[src/rtl/mips_pkg.sv]
// Shared MIPS EX-stage definitions: funct/opcode field values, ALU operation
// codes, the main-control ALUOp classes and the multiply/divide FSM states.
package mips_pkg;

  // R-type funct field values
  localparam logic [5:0] F_SLL   = 6'b000000;
  localparam logic [5:0] F_SRL   = 6'b000010;
  localparam logic [5:0] F_SRA   = 6'b000011;
  localparam logic [5:0] F_SLLV  = 6'b000100;
  localparam logic [5:0] F_SRLV  = 6'b000110;
  localparam logic [5:0] F_MFHI  = 6'b010000;
  localparam logic [5:0] F_MTHI  = 6'b010001;
  localparam logic [5:0] F_MFLO  = 6'b010010;
  localparam logic [5:0] F_MTLO  = 6'b010011;
  localparam logic [5:0] F_MULT  = 6'b011000;
  localparam logic [5:0] F_MULTU = 6'b011001;
  localparam logic [5:0] F_DIV   = 6'b011010;
  localparam logic [5:0] F_DIVU  = 6'b011011;
  localparam logic [5:0] F_ADD   = 6'b100000;
  localparam logic [5:0] F_ADDU  = 6'b100001;
  localparam logic [5:0] F_SUB   = 6'b100010;
  localparam logic [5:0] F_SUBU  = 6'b100011;
  localparam logic [5:0] F_AND   = 6'b100100;
  localparam logic [5:0] F_OR    = 6'b100101;
  localparam logic [5:0] F_XOR   = 6'b100110;
  localparam logic [5:0] F_NOR   = 6'b100111;
  localparam logic [5:0] F_SLT   = 6'b101010;

  // I-type opcodes decoded by the immediate class
  localparam logic [5:0] OP_SLTI = 6'b001010;
  localparam logic [5:0] OP_ANDI = 6'b001100;
  localparam logic [5:0] OP_ORI  = 6'b001101;
  localparam logic [5:0] OP_XORI = 6'b001110;

  // ALU operation codes
  localparam logic [3:0] ALU_AND     = 4'b0000;
  localparam logic [3:0] ALU_OR      = 4'b0001;
  localparam logic [3:0] ALU_ADD     = 4'b0010;
  localparam logic [3:0] ALU_SLL     = 4'b0011;
  localparam logic [3:0] ALU_SRL     = 4'b0100;
  localparam logic [3:0] ALU_SUB     = 4'b0110;
  localparam logic [3:0] ALU_SLT     = 4'b0111;
  localparam logic [3:0] ALU_SRA     = 4'b1001;
  localparam logic [3:0] ALU_NOR     = 4'b1100;
  localparam logic [3:0] ALU_XOR     = 4'b1101;
  localparam logic [3:0] ALU_ILLEGAL = 4'b1111;

  // ALUOp class from main control
  localparam logic [1:0] CLS_ADD   = 2'b00;
  localparam logic [1:0] CLS_SUB   = 2'b01;
  localparam logic [1:0] CLS_RTYPE = 2'b10;
  localparam logic [1:0] CLS_IMM   = 2'b11;

  typedef enum logic [1:0] {
    ST_IDLE = 2'b00,
    ST_BUSY = 2'b01,
    ST_DONE = 2'b10
  } mdu_state_t;

endpackage

[src/rtl/mdu_datapath.sv]
// Iterative multiply/divide datapath on unsigned magnitudes.
//   clk    : clock, rising edge
//   load   : capture a_mag/b_mag and clear the upper accumulator
//   step   : perform one shift-add (multiply) or restoring-subtract (divide)
//   is_div : selects divide step
//   a_mag  : multiplier / dividend magnitude
//   b_mag  : multiplicand / divisor magnitude
//   nxt_hi : upper half after the step being taken this cycle (product high / remainder)
//   nxt_lo : lower half after the step being taken this cycle (product low / quotient)
module mdu_datapath #(
  parameter int NBITS = 32
) (
  input  logic             clk,
  input  logic             load,
  input  logic             step,
  input  logic             is_div,
  input  logic [NBITS-1:0] a_mag,
  input  logic [NBITS-1:0] b_mag,
  output logic [NBITS-1:0] nxt_hi,
  output logic [NBITS-1:0] nxt_lo
);

  // hi_r carries one extra bit: the multiply carry-out or the divide borrow.
  logic [NBITS:0]   hi_r;
  logic [NBITS-1:0] lo_r;
  logic [NBITS-1:0] b_r;

  logic [NBITS:0]   hi_nx;
  logic [NBITS-1:0] lo_nx;
  logic [NBITS:0]   sum;
  logic [NBITS:0]   shl;
  logic [NBITS:0]   diff;

  always_comb begin
    sum  = hi_r + {1'b0, b_r};
    shl  = {hi_r[NBITS-1:0], lo_r[NBITS-1]};
    diff = shl - {1'b0, b_r};
    hi_nx = hi_r;
    lo_nx = lo_r;
    if (is_div) begin
      // Remainder stays below the divisor, so bit NBITS of diff is a pure borrow flag.
      if (!diff[NBITS]) begin
        hi_nx = diff;
        lo_nx = {lo_r[NBITS-2:0], 1'b1};
      end else begin
        hi_nx = shl;
        lo_nx = {lo_r[NBITS-2:0], 1'b0};
      end
    end else begin
      {hi_nx, lo_nx} = {(lo_r[0] ? sum : hi_r), lo_r} >> 1;
    end
  end

  always_ff @(posedge clk) begin
    if (load) begin
      hi_r <= '0;
      lo_r <= a_mag;
      b_r  <= b_mag;
    end else if (step) begin
      hi_r <= hi_nx;
      lo_r <= lo_nx;
    end
  end

  assign nxt_hi = hi_nx[NBITS-1:0];
  assign nxt_lo = lo_nx;

endmodule

[src/rtl/alu_control_mdu.sv]
// EX-stage ALU control decoder with iterative multiply/divide unit and HI/LO.
//   i_clk, i_reset_n : clock (rising edge), asynchronous active-low reset
//   i_Valid, i_Flush : real instruction in EX; abort in-flight multiply/divide
//   i_Funct, i_Opcode, i_ALUOp : decode inputs
//   i_RS, i_RT       : operands
//   o_ALUOp, o_Illegal : ALU operation code and undecodable-op flag
//   o_Stall          : freeze front of pipeline while the MDU works
//   o_HiLoSel, o_HiLo  : MFHI/MFLO result selection and value
//   o_DivByZero      : pulse in DONE after a zero-divisor divide
module alu_control_mdu
  import mips_pkg::*;
#(
  parameter int NBITS        = 32,
  parameter int ANBITS       = 6,
  parameter int NBITSCONTROL = 2,
  parameter int ALUOP        = 4
) (
  input  logic                    i_clk,
  input  logic                    i_reset_n,
  input  logic                    i_Valid,
  input  logic                    i_Flush,
  input  logic [ANBITS-1:0]       i_Funct,
  input  logic [ANBITS-1:0]       i_Opcode,
  input  logic [NBITSCONTROL-1:0] i_ALUOp,
  input  logic [NBITS-1:0]        i_RS,
  input  logic [NBITS-1:0]        i_RT,
  output logic [ALUOP-1:0]        o_ALUOp,
  output logic                    o_Illegal,
  output logic                    o_Stall,
  output logic                    o_HiLoSel,
  output logic [NBITS-1:0]        o_HiLo,
  output logic                    o_DivByZero
);

  localparam int CW = $clog2(NBITS + 1);

  function automatic logic [NBITS-1:0] abs_val(input logic signed [NBITS-1:0] v,
                                               input logic is_signed);
    return (is_signed && v < 0) ? NBITS'(-v) : NBITS'(v);
  endfunction

  function automatic logic [NBITS-1:0] cond_neg(input logic signed [NBITS-1:0] v,
                                                input logic neg);
    return neg ? NBITS'(-v) : NBITS'(v);
  endfunction

  function automatic logic [2*NBITS-1:0] cond_neg_w(input logic signed [2*NBITS-1:0] v,
                                                    input logic neg);
    return neg ? (2*NBITS)'(-v) : (2*NBITS)'(v);
  endfunction

  logic [5:0]       funct;
  logic [5:0]       opcode;
  logic [1:0]       cls;
  logic [3:0]       code;
  logic             is_rtype;
  logic             is_muldiv;
  logic             op_div;
  logic             op_signed;
  logic             start;

  mdu_state_t       state;
  logic [CW-1:0]    cnt;
  logic [NBITS-1:0] hi_q;
  logic [NBITS-1:0] lo_q;
  logic             div_op;
  logic             neg_q;
  logic             neg_r;
  logic             dbz_q;

  logic [NBITS-1:0]   a_mag;
  logic [NBITS-1:0]   b_mag;
  logic [NBITS-1:0]   res_hi;
  logic [NBITS-1:0]   res_lo;
  logic [2*NBITS-1:0] prod_fix;
  logic [NBITS-1:0]   quo_fix;
  logic [NBITS-1:0]   rem_fix;

  assign funct  = 6'(i_Funct);
  assign opcode = 6'(i_Opcode);
  assign cls    = 2'(i_ALUOp);

  always_comb begin
    code = ALU_ILLEGAL;
    case (cls)
      CLS_ADD: code = ALU_ADD;
      CLS_SUB: code = ALU_SUB;
      CLS_RTYPE: begin
        case (funct)
          F_ADD, F_ADDU:   code = ALU_ADD;
          F_SUB, F_SUBU:   code = ALU_SUB;
          F_AND:           code = ALU_AND;
          F_OR:            code = ALU_OR;
          F_NOR:           code = ALU_NOR;
          F_XOR:           code = ALU_XOR;
          F_SLT:           code = ALU_SLT;
          F_SLL, F_SLLV:   code = ALU_SLL;
          F_SRL, F_SRLV:   code = ALU_SRL;
          F_SRA:           code = ALU_SRA;
          F_MULT, F_MULTU, F_DIV, F_DIVU,
          F_MFHI, F_MTHI, F_MFLO, F_MTLO: code = ALU_ADD;
          default:         code = ALU_ILLEGAL;
        endcase
      end
      default: begin
        case (opcode)
          OP_SLTI: code = ALU_SLT;
          OP_ANDI: code = ALU_AND;
          OP_ORI:  code = ALU_OR;
          OP_XORI: code = ALU_XOR;
          default: code = ALU_ILLEGAL;
        endcase
      end
    endcase
  end

  assign o_ALUOp   = ALUOP'(code);
  assign o_Illegal = i_Valid && (code == ALU_ILLEGAL);

  assign is_rtype  = (cls == CLS_RTYPE);
  assign is_muldiv = (funct == F_MULT) || (funct == F_MULTU) ||
                     (funct == F_DIV)  || (funct == F_DIVU);
  assign op_div    = (funct == F_DIV)  || (funct == F_DIVU);
  assign op_signed = (funct == F_MULT) || (funct == F_DIV);
  assign start     = i_Valid && is_rtype && is_muldiv;

  assign a_mag = abs_val(i_RS, op_signed);
  assign b_mag = abs_val(i_RT, op_signed);

  mdu_datapath #(.NBITS(NBITS)) u_dp (
    .clk    (i_clk),
    .load   ((state == ST_IDLE) && start),
    .step   (state == ST_BUSY),
    .is_div (div_op),
    .a_mag  (a_mag),
    .b_mag  (b_mag),
    .nxt_hi (res_hi),
    .nxt_lo (res_lo)
  );

  assign prod_fix = cond_neg_w({res_hi, res_lo}, neg_q);
  assign quo_fix  = cond_neg(res_lo, neg_q);
  assign rem_fix  = cond_neg(res_hi, neg_r);

  always_ff @(posedge i_clk or negedge i_reset_n) begin
    if (!i_reset_n) begin
      state  <= ST_IDLE;
      cnt    <= '0;
      hi_q   <= '0;
      lo_q   <= '0;
      div_op <= 1'b0;
      neg_q  <= 1'b0;
      neg_r  <= 1'b0;
      dbz_q  <= 1'b0;
    end else begin
      case (state)
        ST_IDLE: begin
          if (start) begin
            div_op <= op_div;
            neg_q  <= op_signed && (i_RS[NBITS-1] ^ i_RT[NBITS-1]);
            neg_r  <= op_signed && i_RS[NBITS-1];
            if (op_div && (i_RT == '0)) begin
              // Zero divisor skips the iteration entirely.
              hi_q  <= i_RS;
              lo_q  <= '1;
              dbz_q <= 1'b1;
              state <= ST_DONE;
            end else begin
              dbz_q <= 1'b0;
              cnt   <= CW'(NBITS);
              state <= ST_BUSY;
            end
          end else if (i_Valid && is_rtype && (funct == F_MTHI)) begin
            hi_q <= i_RS;
          end else if (i_Valid && is_rtype && (funct == F_MTLO)) begin
            lo_q <= i_RS;
          end
        end
        ST_BUSY: begin
          if (i_Flush) begin
            state <= ST_IDLE;
          end else begin
            cnt <= cnt - CW'(1);
            if (cnt == CW'(1)) begin
              if (div_op) begin
                hi_q <= rem_fix;
                lo_q <= quo_fix;
              end else begin
                {hi_q, lo_q} <= prod_fix;
              end
              state <= ST_DONE;
            end
          end
        end
        default: begin
          dbz_q <= 1'b0;
          state <= ST_IDLE;
        end
      endcase
    end
  end

  // Reset gates the combinational stall so a held MULT/DIV cannot keep it high.
  assign o_Stall     = i_reset_n && (((state == ST_IDLE) && start) || (state == ST_BUSY));
  assign o_DivByZero = (state == ST_DONE) && dbz_q;
  assign o_HiLoSel   = is_rtype && ((funct == F_MFHI) || (funct == F_MFLO));
  assign o_HiLo      = (funct == F_MFHI) ? hi_q : lo_q;

endmodule

[config.mk]
export PLATFORM = sky130hd
export DESIGN_NAME = alu_control_mdu
export DESIGN_NICKNAME = d
export VERILOG_FILES = /design/src/rtl/mips_pkg.sv /design/src/rtl/mdu_datapath.sv /design/src/rtl/alu_control_mdu.sv
export SDC_FILE = /design/constraint.sdc
export NUM_CORES = 1
export LEC_CHECK = 0
export ABC_AREA = 0
export ABC_CLOCK_PERIOD_IN_PS = 5460
export CAP_MARGIN = 20
export CORE_AREA = 2 2 235 214
export CTS_BUF_LIST = sky130_fd_sc_hd__clkbuf_4 sky130_fd_sc_hd__clkbuf_8
export DETAILED_ROUTE_END_ITERATION = 8
export DIE_AREA = 0 0 237 216
export PLACE_DENSITY = 0.58
export SLEW_MARGIN = 10
export SYNTH_ARGS = -nofsm -noshare
export SYNTH_HDL_FRONTEND = slang
export SYNTH_HIERARCHICAL = 1
export SYNTH_SLANG_ARGS = --single-unit
[constraint.sdc]
create_clock -name i_clk -period 5.46 [get_ports i_clk]
set_input_delay 1.092 -clock i_clk [delete_from_list [all_inputs] [get_ports i_clk]]
set_output_delay 1.092 -clock i_clk [all_outputs]
set_load 0.02 [all_outputs]
==> run summary <==
Clock root cell: clkbuf_8
Final net count: 2420
Max-slew violations: 0
Core region area: 0.0487 mm^2
Hold WC Path Type: input pin to async pin
Clock power share: 0.112
CTS Buf Count: 17
Synth Flop Type: dfrtp_1
Final setup TNS: 0 ns
Critical-path cell list: ha_4 > fa_2 > nor2b_4 > o31ai_4 > a211oi_2 > a221o_2 > a31oi_4 > o211ai_1 > a21oi_1 > o21ai_1 > ha_1 > buf_8 > mux2i_1 > a21oi_1 > or4_4 > or4_4 > or4_4 > o21a_1 > a21oi_2 > xnor2_1 > a221o_1
H-tree levels: 4
Sequential share of power: 0.189
Die Height: 216 um
WL per Instance: 23.1 um
Final worst setup slack: 0.0552 ns
Gr ovfl total: 0
Largest net degree at the start of global routing: 65
Async set-reset flop share out of synthesis: 0.439
Final Hold Fails: 0
First-pass DRT Iterations: 5
Reg2reg end: hi_q[15]$_DFFE_PN0P_
Seq/Total Area, Yosys: 0.265
DP Cell Count: 2856
DR WL met2: 30300 um
Port Buffers: 121
Syn Std Cell Area: 0.0169 mm^2
Post-synthesis average cell area: 8.15 um^2
RSZ-0062 raised after global routing: true
Metal-1 WL: 31000 um
Final setup violation count: 0
Cell Rows: 77
MaxCap Viol Count: 0
CP max stage delay: 0.56 ns
IO Count: 122
Sw power: 4.63 mW
Area Overhead vs Synth: 20.1%
Vias in the first global route: 16.6k
Setup Crit Path Kind: flop to flop
Synth cell types: 100
Worst-Skew Late Latency: 0.59 ns
Synthesized netlist cell count: 2077
Crit path capture type: flop
Synth warn: 6
DRT antenna net count: 0
Final WL: 67200 um
Slew @ Worst Pin: 1.01 ns
Most Frequent Cell on Critical Path: or4_4
Worst reg-to-reg setup slack: 0.06 ns
Reg-to-Reg Start: u_dp/b_r[0]$_DFFE_PP_
CP required: 5.94 ns
P_leak: 8.21 nW
DRT iter0 DRCs: 1578
Critical Path Fanout Max: 15
Chip width: 237 um
Worst reg-to-reg path cell count: 21
Post-CTS Hold Buffers: 0
Arr. time, crit path: 5.88 ns
Slew headroom: 0.326
Int Pwr: 4.80 mW
CTS Sinks: 173
Crit-path slowest cell: or4_4
WHS: 0.436 ns
GRT Util Overall: 0.261
Gpl congestion: 0.984
Layout Cells excl Fill: 2908
Pwr Density: 464 mW/mm^2
Switching Share: 0.491
Skew final: 0.0218 ns
Combinational power share: 0.698
Buffer depth of the longest clock path: 2
Pre-CTS setup slack: -0.176 ns
Synthesized net count: 2237
First-pass GRT wire length: 102000 um
Period minus WS final: 5.40 ns
CTS tree: built
Worst setup SP type: flop
Die area: 0.0512 mm^2
Worst-path clk slew: 0.11 ns
Synth Register Bits: 173
Detailed placer's ending HPWL: 52500 um
Period utilization: 0.990
Layout cells sized above 1: 0.187
Routed vias/inst: 5.91
Via count: 17.2k
Post-synth EDFFs: 64
Status: complete, no violations
Initial antenna violation count: 3
Initial Util: 0.348
Met3 WL: 4410 um
Remaining DRCs: 0
Highest metal used: met4
Worst VDD drop: 0.230 mV
Fmax: 0.185 GHz
-- critical path: cells and delay by family, from the launching register on --
| family | cells | cell delay, ns |
|---|---|---|
| xor+xnor | 1 | 0.08 |
| buf+inv | 1 | 0.17 |
| fa+ha+maj | 3 | 0.86 |
| flops | 1 | 0.46 |
| mux | 1 | 0.14 |
| compound gates | 11 | 1.79 |
| simple gates | 4 | 1.78 |
-- stage by stage --
step | power [mW] | cell area (um^2) | utilization
after detailed placement | 7.97 | 19500 | 0.401
after global routing | 9.95 | 20300 | 0.418
final | 9.43 | 20300 | 0.418
after global placement | 7.95 | 19500 | 0.401
after CTS | 9.10 | 20000 | 0.411
after floorplan | 5.75 | 17000 | -
-- area by class of cell --
| cell class | instances | area (um^2) |
|---|---|---|
| antenna | 3 | 7.51 |
| clock buffer | 18 | 241 |
| clock inverter | 14 | 180 |
| fill | 4851 | 28300 |
| inverter | 80 | 300 |
| multi-input combinational | 1671 | 11600 |
| sequential | 173 | 4490 |
| tap | 632 | 791 |
| timing repair buffer | 317 | 2740 |
-- logic make-up (layout without fill, tap and decap cells) --
family,count (synthesis),count (layout),synth area share
compound gates,599,599,0.234
xor+xnor,147,147,0.0760
fa+ha+maj,78,78,0.0585
buf+inv,233,429,0.0672
flops,173,173,0.265
mux,140,140,0.0901
other cells,0,3,0
simple gates,707,707,0.209
-- worst max path at each step --
stage | start | to | slack (ns)
6_report | u_dp/b_r[0]$_DFFE_PP_ | hi_q[15]$_DFFE_PN0P_ | 0.06
3_5_place_dp | u_dp/lo_r[31]$_DFFE_PP_ | hi_q[25]$_DFFE_PN0P_ | -0.18
4_1_cts | u_dp/b_r[0]$_DFFE_PP_ | hi_q[15]$_DFFE_PN0P_ | 0.007
3_3_place_gp | u_dp/lo_r[31]$_DFFE_PP_ | hi_q[13]$_DFFE_PN0P_ | -0.10
2_1_floorplan | u_dp/lo_r[31]$_DFFE_PP_ | hi_q[15]$_DFFE_PN0P_ | -0.14
5_1_grt | u_dp/lo_r[31]$_DFFE_PP_ | hi_q[15]$_DFFE_PN0P_ | -0.16
-- power groups by stage --
stage               sequential (mW)  clock (mW)  combinational, mW
floorplan                      1.74           0               4.01
global placement               1.80           0               6.15
detailed placement             1.81           0               6.16
CTS                            1.78        1.08               6.24
global route                   1.81        1.13               7.01
finish                         1.79        1.06               6.59
-- synthesized netlist by cell type, types with 29 or more instances --
cell type | instances | area, um^2
or3_1 | 29 | 181
dfrtp_1 | 76 | 1900
dfxtp_1 | 33 | 661
xor2_1 | 39 | 342
o21ai_0 | 153 | 766
nor2_1 | 151 | 567
nand2_1 | 205 | 769
ha_1 | 76 | 951
a21oi_1 | 137 | 686
buf_4 | 34 | 255
edfxtp_1 | 64 | 1920
xnor2_1 | 108 | 946
mux2_2 | 99 | 1110
nand3_1 | 56 | 280
mux2i_1 | 41 | 410
inv_1 | 78 | 293
clkbuf_1 | 89 | 334
nor3_1 | 54 | 270
o22ai_1 | 30 | 188
nor4_1 | 38 | 238
a21o_1 | 44 | 330
-- routing by layer --
metal / track usage / vias up
met1: 0.365 / 8398
met3: 0.0428 / 75
met2: 0.412 / 665
li1: - / 8035
met4: 0.0749 / 0
met5: 0 / -
-- layout by cell type, fill, tap and decap left out, types with 11 or more instances in the layout --
cell type        netlist  routed
dfxtp_1               33      32
o211ai_1              11      11
o22ai_1               30      29
dfrtp_1               76      75
nand2_1              205     204
xnor2_1              108     105
inv_1                 78      75
ha_1                  76      75
xor2_1                39      39
nand4_1               26      26
nor2b_1               26      25
a21oi_1              137     136
and2_1                13      12
a211oi_1              23      20
or3_1                 29      27
nor2_1               151     146
o21ai_0              153     145
buf_4                 34     190
nor4_1                38      33
mux2_2                99      99
o21ai_1                4      12
a31oi_1               23      23
nand2b_1              12      11
and3_1                26      25
nor3_1                54      51
edfxtp_1              64      64
nand3_1               56      54
o31ai_1               24      23
o41ai_1               15      14
clkdlybuf4s50_1        0     120
o21a_1                11      11
mux2i_1               41      41
a21o_1                44      44
clkbuf_8               6      17
-- registers in the layout, summed over array words and instances (netlist names) --
register   flops
neg_r          1
state          2
u_dp/hi_r     33
neg_q          1
u_dp/b_r      32
div_op         1
u_dp/lo_r     32
hi_q          32
lo_q          32
dbz_q          1
cnt            6
-- repair_timing --
| item | 4_1_cts | 5_1_grt |
|---|---|---|
| setup buffers | 3 | 13 |
| pin swaps | 4 | 24 |
| setup endpoints to repair | 15 | 39 |
| gates resized for setup | 8 | 50 |
No activity file was read; power rests on OpenSTA's default activity.
